$ cat config.mk
export PLATFORM = sky130hd
export DESIGN_NAME = rr_priority_encoder
export DESIGN_NICKNAME = d
export VERILOG_FILES = /design/src/rtl/rr_priority_encoder.sv
export SDC_FILE = /design/constraint.sdc
export NUM_CORES = 1
export LEC_CHECK = 0
export BUFFER_PORTS_ARGS = -buffer_cell sky130_fd_sc_hd__clkbuf_2
export CAP_MARGIN = 20
export CORE_MARGIN = 2
export CORE_UTILIZATION = 25
export CTS_BUF_LIST = sky130_fd_sc_hd__clkbuf_4 sky130_fd_sc_hd__clkbuf_8
export CTS_CLUSTER_SIZE = 24
export DETAILED_ROUTE_END_ITERATION = 10
export MAX_ROUTING_LAYER = met4
export PLACE_DENSITY = 0.44
export SLEW_MARGIN = 20
export SYNTH_ARGS = -nofsm -noshare
export SYNTH_HDL_FRONTEND = slang
export SYNTH_SLANG_ARGS = --single-unit
$ cat constraint.sdc
create_clock -name clk -period 2.2 [get_ports clk]
set_clock_uncertainty 0.1 [all_clocks]
set_input_delay 0.11 -clock clk [delete_from_list [all_inputs] [get_ports clk]]
set_output_delay 0.11 -clock clk [all_outputs]
set_load 0.05 [all_outputs]
$ cat src/rtl/rr_priority_encoder.sv
// Registered N-to-log2(N) priority encoder with fixed-priority or round-robin
// selection, all-zero / multi-hot flags and a saturating malformed-input counter.
module rr_priority_encoder #(
    parameter int N     = 8,
    parameter int MODE  = 0,
    parameter int CNT_W = 8,
    localparam int W    = $clog2(N)
) (
    input  logic             clk,
    input  logic             rst,
    input  logic             in_valid,
    input  logic [N-1:0]     in,
    output logic             in_ready,
    output logic             out_valid,
    input  logic             out_ready,
    output logic [W-1:0]     out_idx,
    output logic             out_none,
    output logic             out_multi,
    output logic [CNT_W-1:0] bad_cnt
);

    // Handshake: a side transfers when its valid and ready are both high on a
    // rising edge; the result register accepts a new vector whenever it is
    // empty or is being drained in the same cycle.
    logic             xfer_in;
    logic             out_valid_q, out_valid_d;
    logic [W-1:0]     idx_q, idx_d;
    logic             none_q, none_d;
    logic             multi_q, multi_d;
    logic [CNT_W-1:0] cnt_q, cnt_d;
    logic [W-1:0]     ptr_q, ptr_d;

    logic [W-1:0]     sel_fp;
    logic [W-1:0]     sel_rr;
    logic             found_rr;
    logic [W-1:0]     sel;
    logic             is_none;
    logic             is_multi;

    assign in_ready = !out_valid_q || out_ready;
    assign xfer_in  = in_valid && in_ready;

    assign is_none  = ~|in;
    assign is_multi = |(in & (in - {{(N-1){1'b0}}, 1'b1}));

    // Lowest set index wins: scan downward so the last hit is the lowest.
    always_comb begin
        sel_fp = '0;
        for (int i = N - 1; i >= 0; i--) begin
            if (in[i]) begin
                sel_fp = W'(i);
            end
        end
    end

    // Round-robin: first set bit at or after ptr, wrapping modulo N.
    always_comb begin
        int j;
        sel_rr   = '0;
        found_rr = 1'b0;
        j        = 0;
        for (int k = 0; k < N; k++) begin
            j = int'(ptr_q) + k;
            if (j >= N) begin
                j = j - N;
            end
            if (!found_rr && in[j]) begin
                found_rr = 1'b1;
                sel_rr   = W'(j);
            end
        end
    end

    assign sel = (MODE == 1) ? sel_rr : sel_fp;

    always_comb begin
        out_valid_d = xfer_in || (out_valid_q && !out_ready);
        idx_d       = idx_q;
        none_d      = none_q;
        multi_d     = multi_q;
        cnt_d       = cnt_q;
        ptr_d       = ptr_q;
        if (xfer_in) begin
            idx_d   = sel;
            none_d  = is_none;
            multi_d = is_multi;
            if ((is_none || is_multi) && (cnt_q != {CNT_W{1'b1}})) begin
                cnt_d = cnt_q + {{(CNT_W-1){1'b0}}, 1'b1};
            end
            if ((MODE == 1) && !is_none) begin
                ptr_d = (sel == W'(N - 1)) ? '0 : sel + {{(W-1){1'b0}}, 1'b1};
            end
        end
    end

    always_ff @(posedge clk or posedge rst) begin
        if (rst) begin
            out_valid_q <= 1'b0;
            idx_q       <= '0;
            none_q      <= 1'b0;
            multi_q     <= 1'b0;
            cnt_q       <= '0;
            ptr_q       <= '0;
        end else begin
            out_valid_q <= out_valid_d;
            idx_q       <= idx_d;
            none_q      <= none_d;
            multi_q     <= multi_d;
            cnt_q       <= cnt_d;
            ptr_q       <= ptr_d;
        end
    end

    assign out_valid = out_valid_q;
    assign out_idx   = idx_q;
    assign out_none  = none_q;
    assign out_multi = multi_q;
    assign bad_cnt   = cnt_q;

endmodule

# Word level (Yosys, flattened, before mapping)
# Cells that the tools add are included.
# Widths: inputs -> output; s select.
# totals
regBits	14
latch_bits	0
ramBits	0
rom_bits	0
input_bits	12
output_inout_bits	15
elab_cells	29
n_memories	0
# op_classes
add_sub_neg	2
mul	0
n_div	0
n_lt_le_gt_ge	0
eq_ne	1
n_shift	0
muxes	8
bitwise_logic	1
reduce_logical	12
# ops
operator	count
$mux 3	8
$reduce_or 8->1	2
$add 8x1->8 const B	1
$and 8x8->8	1
$ne 8x8->1 const B	1
$sub 8x1->8 const B	1
$logic_and 1x1->1	3
$logic_not 1->1	3
$logic_or 1x1->1	3
$reduce_and 2->1	1

# Longest topological paths before layout
# logic_depth
ltp_word	8
mapped_depth	6
mapped_depth_nobuf	5

# Worst setup path after synthesis
# No wires, ideal clock.
# synth_timing
path_type	reg2reg
from	register out_valid_q (netlist: out_valid)
to	register cnt_q[6] (netlist: bad_cnt[6])
setup_ps	79
arrival_time_ps	1951
required_time_ps	2021
setup_slack_ps	70
stages_incl_launch_ff	5
path_buffers	0
period_less_slack_ps	2130
cell_sequence	dfrtp_1 -> nand2b_1 -> nand2_1 -> nor4_1 -> mux2i_1
# synth_between
elab_chain_len	4
# synth_lines
item	line	text
start: declaration	26	logic out_valid_q, out_valid_d;
start signal: assignment	105	out_valid_q <= out_valid_d;
$logic_not 1->1	40	assign in_ready = !out_valid_q || out_ready;
$logic_or 1x1->1	40	
net in_ready	13	output logic in_ready,
$logic_and 1x1->1	41	assign xfer_in = in_valid && in_ready;
$reduce_and 2->1 (no source line)	--	
end signal: assignment	109	cnt_q <= cnt_d;
end: declaration	30	logic [CNT_W-1:0] cnt_q, cnt_d;
# The timed path passes the listed nets, and every way through them passes these cells.
# A chain may end at the register's enable or synchronous reset.

# Final worst setup path
# layout_timing
from	register cnt_q[0] (netlist: bad_cnt[0])
to	register cnt_q[1] (netlist: bad_cnt[1])
# layout_between
elab_chain_len	3
word_cells_on_any_way	4
cone_classes	add/sub (1); eq/ne (1); reduce/logical (2)
# layout_lines
item
branches (longest 3 deep; another with $add 8x1->8)
# Parallel ways; which one is timed is not known.

==> flow_summary.ini <==
[run_status]
status = finished clean

[placed_design]
io_buffers = 26
place_congestion = 0.739
dp_hpwl_um = 1500
place_area_um2 = 1030

[clock_tree]
root_buffer = clkbuf_4
cts.sinks = 14
clock_latency_ps = 290
cts.path.max_buffers = 2
cts_resized = 0
cts_htree_levels = 1
cts_buffers = 3
cts_tree = built
clk_pin_slew_ps = 90

[cells_and_area]
final_cell_mix = clkbuf_2 (26), dfrtp_1 (14), nand2_1 (9)
drive_gt1_share_pct = 34.4
antenna_cells = 0
fin_area_um2 = 1110
final_common_cell = clkbuf_2
final_nets = 136
fin_util_pct = 36.0
area_growth_pct = 35.1

[logic_synthesis]
syn_area_um2 = 821
ys_warn_count = 0
seq_area_frac_synth_pct = 42.7
avgSynthCellArea_um2 = 9.66
synthArstFlopShare_pct = 100
synth_seq_cells = 14
mappedNetlistNets = 98
netlist_instances = 85
synth-edff-count = 0
synth_cell_types = 35
synth_ff_type = dfrtp_1

[timing]
fmax_mhz = 539
setup_tns_ps = 0
worstMarginPinSlew_ps = 524
timing.hold.ws_ps = 74.1
rsz0062_at_grt = no
hold_viol = 0
relSlewSlack_pct = 64.5
final.min_clock_period_ps = 1860
setup_viol = 0
finalCritPeriodShare_pct = 84.3
maxSlewViolCount = 0

[pwr]
seq_power_share_pct = 37.4
switchingPower_uw = 493
power_density_nw_per_um2 = 943
power_frac_clock_pct = 18.3
p_total_mw = 1.05
switching_share_pct = 47.2
p_leak_nw = 0.514
combPwrFrac_pct = 44.3
p_int_uw = 552
vdd_drop_max_uv = 712

[grt]
antenna_found_initial = 0
grt_max_degree = 15
grt-ovfl-total = 0
grt_pass1_vias = 735
grt_pass1_wl_um = 3280
grt_usage_pct = 12.3

[worst_setup_path]
rr_worst_depth = 5
worstPathArrival_ps = 1940
r2r-start = bad_cnt[0]
cp_max_fo = 6
path_class = flip-flop to flip-flop
cp.required_ps = 2280
end_kind = flip-flop
startpoint_type = flip-flop
timing.rr.end = bad_cnt[1]
r2r_setup_slack_ps = 340

[die]
pin_count = 27
initial_core_util_pct = 26.7
die_w_um = 61.3
fp.dieH_um = 61.3
rows = 20
core_area_um2 = 3080
fp.dieArea_um2 = 3760

[worst_hold_path]
hold_path_class = primary input to flip-flop
hp-start = in[1]
hold_end = out_idx[1]
min_path_cells = 3

[drt]
ant_nets = 0
vias_per_cell = 4.64
wl_per_cell_um = 11.1
drt_first_pass_iters = 4
drc = 0
wirelength_um = 1840
vias = 771
drt_iter0_markers = 8

[job]
max-cap-violations = 0
[kinds of logic (layout without fill, tap and decap cells)]
kind of cell,after synthesis,after routing,share of synthesized area (%)
simple gates,37,37,24.4
fa+ha+maj,1,1,1.52
buf+inv,8,45,4.57
compound gates,17,17,17.4
xor+xnor,6,6,6.40
flops,14,14,42.7
mux,2,2,3.05
[cell type report]
cell class                 instances  area, µm²
timing repair buffer              36        215
inverter                           5       18.8
tap                               44       55.1
sequential                        14        350
clock buffer                       4       36.3
fill                             325       1970
multi-input combinational         63        433
[flip-flops by register name, summed over array words and instances, names as in the netlist]
signal,cells
bad_cnt,8
out_idx,3
out_multi,1
out_none,1
out_valid,1
[power groups by stage]
stage | clock (mW) | sequential (mW) | combinational, mW
6_report | 0.192 | 0.391 | 0.463
5_1_grt | 0.207 | 0.406 | 0.499
4_1_cts | 0.201 | 0.392 | 0.468
3_5_place_dp | 0 | 0.397 | 0.460
3_3_place_gp | 0 | 0.393 | 0.459
2_1_floorplan | 0 | 0.597 | 0.137
[synth_stat cells (2+ instances only)]
cell type	instances	area, µm²
a21oi_1	4	20.0
clkbuf_1	2	7.51
dfrtp_1	14	350
inv_1	4	15.0
nand2_1	9	33.8
nand2b_1	2	12.5
nand3_1	4	20.0
nor2_1	4	15.0
nor3_1	6	30.0
nor4_1	3	18.8
o21ai_0	2	10.0
o41ai_1	2	17.5
or4_4	2	22.5
xor2_1	6	52.6
[worst max-delay path by stage]
| stage | slack [ps] | cells after the start | start | end |
|---|---|---|---|---|
| after floorplan | 70 | 4 | out_valid | bad_cnt[6] |
| after global placement | 90 | 7 | in[5] | bad_cnt[5] |
| after detailed placement | 50 | 7 | in[5] | bad_cnt[5] |
| after CTS | 350 | 5 | bad_cnt[0] | bad_cnt[1] |
| after global routing | 190 | 5 | bad_cnt[0] | bad_cnt[1] |
| final | 340 | 5 | bad_cnt[0] | bad_cnt[1] |
[stage by stage]
step / setup WS (ps) / std cells
6_report: 345 / 166
5_1_grt: 189 / 166
4_1_cts: 345 / 166
3_5_place_dp: 54.5 / 158
3_3_place_gp: 89.2 / 158
2_1_floorplan: 70.0 / 85
[worst max-delay path: stages, from the launching register on]
cell,delay [ps]
dfrtp_1,420
ha_1,230
nand3_1,100
o311ai_2,470
nor2_2,120
mux2_4,310
[layer usage]
layer	part of all wire (%)	global-route usage (%)	up-vias	wire [µm]
met5	0	-	-	0
met4	1.8	4.66	0	34
met3	6.1	3.15	4	112
met2	48	18.7	19	880
met1	44	15.8	362	816
li1	-	-	386	-
[repair_timing]
action / CTS / global route
hold buffers: 4 / 0
endpoints found under the hold margin: 16 / 0
buffers inserted: 0 / 0
No activity file was read; power rests on OpenSTA's default activity.
